--- src/rtl/vga_rect_filler.sv ---
// Raster-order rectangle fill engine driving the vga_adapter pixel-write port.
// Define RECT_CLIP_EN to suppress plotting of pixels outside SCREEN_W x SCREEN_H.
module vga_rect_filler #(
    parameter int X_W      = 8,
    parameter int Y_W      = 7,
    parameter int COLOUR_W = 3,
    parameter int SCREEN_W = 160,
    parameter int SCREEN_H = 120
) (
    input  logic                clock_i,
    input  logic                resetn_i,
    input  logic                start_i,
    input  logic [X_W-1:0]      x0_i,
    input  logic [Y_W-1:0]      y0_i,
    input  logic [X_W-1:0]      w_i,
    input  logic [Y_W-1:0]      h_i,
    input  logic [COLOUR_W-1:0] colour_i,
    output logic                busy_o,
    output logic                done_o,
    output logic [X_W-1:0]      x_o,
    output logic [Y_W-1:0]      y_o,
    output logic [COLOUR_W-1:0] colour_o,
    output logic                plot_o
);

    typedef enum logic {
        IDLE,
        DRAW
    } state_e;

    state_e              state_q;
    logic [X_W-1:0]      x0_q, w_q, col_q;
    logic [Y_W-1:0]      y0_q, h_q, row_q;
    logic [X_W-1:0]      x_q;
    logic [Y_W-1:0]      y_q;
    logic [COLOUR_W-1:0] colour_q;
    logic                plot_q, busy_q, done_q;

    logic [X_W-1:0]      baseX, col_d, pixX;
    logic [Y_W-1:0]      baseY, row_d, pixY;
    logic                lastCol, lastPixel, onScreen;

    // In IDLE the pixel being prepared is the first one of the incoming command,
    // so the origin comes straight from the inputs; in DRAW it is the successor pixel.
    always_comb begin
        baseX     = x0_q;
        baseY     = y0_q;
        col_d     = col_q;
        row_d     = row_q;
        lastCol   = 1'b0;
        lastPixel = 1'b0;
        if (state_q == IDLE) begin
            baseX = x0_i;
            baseY = y0_i;
            col_d = '0;
            row_d = '0;
        end else begin
            lastCol = (col_q == w_q - X_W'(1));
            if (lastCol) begin
                col_d = '0;
                row_d = row_q + Y_W'(1);
            end else begin
                col_d = col_q + X_W'(1);
            end
            lastPixel = lastCol && (row_q == h_q - Y_W'(1));
        end
    end

`ifdef RECT_CLIP_EN
    logic [X_W:0] sumX;
    logic [Y_W:0] sumY;

    assign sumX     = {1'b0, baseX} + {1'b0, col_d};
    assign sumY     = {1'b0, baseY} + {1'b0, row_d};
    assign pixX     = sumX[X_W-1:0];
    assign pixY     = sumY[Y_W-1:0];
    assign onScreen = (sumX < (X_W+1)'(SCREEN_W)) && (sumY < (Y_W+1)'(SCREEN_H));
`else
    assign pixX     = baseX + col_d;
    assign pixY     = baseY + row_d;
    assign onScreen = 1'b1;
`endif

    always_ff @(posedge clock_i) begin
        if (!resetn_i) begin
            state_q  <= IDLE;
            x0_q     <= '0;
            y0_q     <= '0;
            w_q      <= '0;
            h_q      <= '0;
            col_q    <= '0;
            row_q    <= '0;
            x_q      <= '0;
            y_q      <= '0;
            colour_q <= '0;
            plot_q   <= 1'b0;
            busy_q   <= 1'b0;
            done_q   <= 1'b0;
        end else begin
            done_q <= 1'b0;
            case (state_q)
                IDLE: begin
                    if (start_i) begin
                        x0_q  <= x0_i;
                        y0_q  <= y0_i;
                        w_q   <= w_i;
                        h_q   <= h_i;
                        col_q <= '0;
                        row_q <= '0;
                        // An empty rectangle completes immediately without touching the pixel port.
                        if ((w_i != '0) && (h_i != '0)) begin
                            state_q  <= DRAW;
                            busy_q   <= 1'b1;
                            plot_q   <= onScreen;
                            x_q      <= pixX;
                            y_q      <= pixY;
                            colour_q <= colour_i;
                        end else begin
                            done_q <= 1'b1;
                        end
                    end
                end
                DRAW: begin
                    if (lastPixel) begin
                        state_q <= IDLE;
                        busy_q  <= 1'b0;
                        plot_q  <= 1'b0;
                        done_q  <= 1'b1;
                    end else begin
                        col_q  <= col_d;
                        row_q  <= row_d;
                        plot_q <= onScreen;
                        x_q    <= pixX;
                        y_q    <= pixY;
                    end
                end
                default: state_q <= IDLE;
            endcase
        end
    end

    assign busy_o   = busy_q;
    assign done_o   = done_q;
    assign x_o      = x_q;
    assign y_o      = y_q;
    assign colour_o = colour_q;
    assign plot_o   = plot_q;

endmodule

--- config.mk ---
export PLATFORM = sky130hd
export DESIGN_NAME = vga_rect_filler
export DESIGN_NICKNAME = d
export VERILOG_FILES = /design/src/rtl/vga_rect_filler.sv
export SDC_FILE = /design/constraint.sdc
export NUM_CORES = 1
export LEC_CHECK = 0
export CORE_ASPECT_RATIO = 0.6
export CORE_UTILIZATION = 40
export CTS_CLUSTER_DIAMETER = 50
export DETAILED_ROUTE_END_ITERATION = 10
export PLACE_DENSITY_LB_ADDON = 0.2
export REMOVE_ABC_BUFFERS = 1
export SLEW_MARGIN = 10
export SYNTH_ARGS = -nofsm -noshare
export SYNTH_HDL_FRONTEND = slang
export SYNTH_SLANG_ARGS = --single-unit
--- constraint.sdc ---
create_clock -name clock_i -period 3.8 [get_ports clock_i]
set_input_delay 0.76 -clock clock_i [delete_from_list [all_inputs] [get_ports clock_i]]
set_output_delay 0.76 -clock clock_i [all_outputs]
set_load 0.01 [all_outputs]
==> flow_summary_export.csv, run 1 <==
group,metric,value,unit
outcome,run_status,"finished clean",
timing,tightest_slew,0.9060,ns
floorplan,die_h,79.74,µm
timing,fin_skew,0.01002,ns
placement,dp_hpwl,7.437,mm
floorplan,coreArea,9459,µm²
synthesis,avgSynthCellArea,8.290,µm²
floorplan,rows,27,
timing,fmax,0.2806,GHz
grt,grt-ovfl-total,0,
detailed_routing,dr.pass1.iters,5,
grt,grt_usage,0.2157,
synthesis,synth-edff-count,0,
power_and_ir_drop,power_leakage,0.001977,µW
final_layout,syn_to_final_growth,25.99,%
synthesis,syn-cell-area,4029,µm²
timing,slew_headroom,0.3945,
timing,period_needed,3.564,ns
critical_path,startpoint,"w_q[0]",
final_layout,stdcell_area,5076,µm²
clocking,clock_path_buffers,2,
clocking,cts_buffers,9,
detailed_routing,via_per_inst,5.258,
synthesis,synthFlopType,"dfxtp_1",
placement,post_dp_cell_area,4715,µm²
grt,antenna_found_initial,0,
power_and_ir_drop,ir_worst_vdd,0.2573,mV
clocking,clk_latency,0.34,ns
clocking,cts_sinks,67,
placement,portBuffers,56,
floorplan,die_area,10490,µm²
timing,post-route-period-util,0.9380,
synthesis,async_flop_share,0,
detailed_routing,vias,3544,
critical_path,critPathKind,"flop to flop",
critical_path,worstReg2RegStart,"w_q[0]",
placement,dp.cells,656,
timing,final_max_slew_viol_count,0,
clocking,cts_tree,"done",
power_and_ir_drop,p_per_area,397.9,nW/µm²
detailed_routing,drt_iter0_drc,225,
timing,hold_slack,0.4536,ns
timing,final-hold-violation-count,0,
critical_path,worst_setup_path_start_kind,"flop",
synthesis,yosysMostFrequentCell,"nand2_1",
synthesis,synthTopCellsByCount,"nand2_1 (76), dfxtp_1 (67), a21oi_1 (57)",
detailed_routing,drcViolationCount,0,
final_layout,utilization,0.5366,
clocking,cts.root.buffer_cell,"clkbuf_16",
floorplan,io_pins,57,
clocking,clk_pin_slew,0.06,ns
grt,first_global_vias,3386,
critical_path,cp.arrival,3.83,ns
min_path,hold_path.class,"flop to flop",
floorplan,start_util,0.4259,
detailed_routing,ant_nets,0,
final_layout,antennaDiodeCount,0,
power_and_ir_drop,p_total,2020,µW
synthesis,yosys_warnings,0,
synthesis,yosys-top-cells-area,"dfxtp_1 (33%), a21oi_1 (7.1%), nand2_1 (7.1%), xnor2_1 (5.7%), ha_1 (5.3%)",
grt,grt_start_max_net_pins,32,
timing,setup_viol,0,
critical_path,crit_path_end_kind,"flop",
run,cap_viol_max_count,0,
final_layout,layout.nets,594,
min_path,hold_start,"x0_q[4]",
synthesis,synth_seq_cells,67,
floorplan,fp.dieW,131.6,µm
synthesis,synth_seq_area_share,0.3329,
detailed_routing,wl_per_cell,15.71,µm
clocking,cts_max_level,3,
clocking,hold_buffers,0,
detailed_routing,drt-total-wl,10.59,mm
grt,grt_first_pass_wirelength,17.33,mm
synthesis,syn_inst,486,
final_layout,drive_gt1_frac,0.1324,
critical_path,cp.required,4.07,ns
synthesis,synth_top_area_share,0.3329,
final_layout,final_cells,674,
placement,gp_congestion,0.8429,
synthesis,ys_types,58,
synthesis,synth_area_leader_cell,"dfxtp_1",
critical_path,cp_max_fo,11,
## metal layers
metal / global-route usage / part of all wire / vias to the layer above
met5: 0 / 0 / -
met4: 0.06163 / 0.0085 / 0
met3: 0.06603 / 0.073 / 8
met2: 0.2979 / 0.39 / 97
met1: 0.3153 / 0.53 / 1646
li1: - / - / 1793
## path summary, 6_finish.rpt
| kind | end | slack [ns] | cells past startpoint |
|---|---|---|---|
| min reg2reg | x0_q[4] | 0.45 | 2 |
| max reg2reg | y_o[6] | 0.24 | 20 |
| max | y_o[6] | 0.24 | 20 |
| min | x0_q[4] | 0.45 | 2 |
## report_power, final
| group | switching (µW) | internal, µW |
|---|---|---|
| Clock | 337 | 511 |
| Combinational | 200 | 193 |
| Sequential | 34.3 | 744 |
## critical path, stage by stage, from the launching register on
cell,delay (ns)
dfxtp_2,0.36
inv_1,0.06
ha_2,0.22
o21bai_1,0.18
a211oi_2,0.22
o21bai_1,0.09
nor2b_2,0.18
nor2_4,0.13
buf_6,0.16
nand2_1,0.09
xor2_1,0.16
nor2_1,0.15
ha_1,0.27
a21o_1,0.16
a21o_1,0.19
a21o_1,0.19
a21oi_2,0.15
xnor2_1,0.15
nor4b_2,0.21
mux2i_1,0.10
o21ai_0,0.08
## registers in the layout, summed over array words and instances (netlist names)
| signal | flops |
|---|---|
| y_o | 7 |
| x_o | 8 |
| col_q | 8 |
| row_q | 7 |
| x0_q | 8 |
| w_q | 8 |
| done_o | 1 |
| colour_o | 3 |
| y0_q | 7 |
| state_q | 1 |
| plot_o | 1 |
| busy_o | 1 |
| h_q | 7 |
## layout by cell type (no fill, tap or decap), types with 8 or more instances in the layout
master and instances:
inv_1 9, xnor2_1 26, buf_4 15, o21ai_0 13, nor2_1 39, a21o_1 8
xor2_1 13, dfxtp_1 65, mux2_2 13, nor3_1 8, ha_1 16, a21oi_1 56
nand2_1 76, clkdlybuf4s50_1 56, clkbuf_16 9, mux2i_1 18
## metrics by stage
step                      TNS [ns]  setup slack [ns]
final                            0            0.2356
after global routing      -0.01063          -0.01063
after CTS                        0           0.03998
after detailed placement         0          0.004947
after global placement           0            0.1457
after floorplan            -0.1966           -0.1966
## final cells by class
cell class / count / area (µm²)
clock inverters: 7 / 76.32
clock buffers: 9 / 225.2
multi-input cells: 379 / 2546
well taps: 130 / 162.7
repair buffers: 72 / 684.4
inverters: 10 / 37.54
fillers: 872 / 4383
flip-flops and latches: 67 / 1344
## kinds of logic after synthesis
| family | after synthesis | synth area share |
|---|---|---|
| compound gates | 104 | 0.1621 |
| xor+xnor | 39 | 0.08478 |
| fa+ha+maj | 19 | 0.06273 |
| buf+inv | 40 | 0.04534 |
| flops | 67 | 0.3329 |
| mux | 31 | 0.08106 |
| simple gates | 186 | 0.2311 |
## timing repair
action / 4_1_cts / 5_1_grt
setup buffers: 0 / 2
resized for setup: 1 / 11
gates cloned: 0 / 0
setup endpoints to repair: 1 / 3
pin swaps: 0 / 3
Power figures use the tool's default switching activity.
==> run 2, diff against run 1 <==
- HOLD_SLACK_MARGIN: unset -> 0.06
- SKIP_CTS_REPAIR_TIMING: unset -> 1
==> results of run 2 <==
The final DEF is identical to that of run 1; final timing and power are the same.
Main changes from that run: wire length of the first global-routing pass 17330 µm -> 17310 µm; via count of the first global-routing pass 3386 -> 3384; overall routing resource usage 0.2157 -> 0.2155; met1 usage 0.3153 -> 0.3149
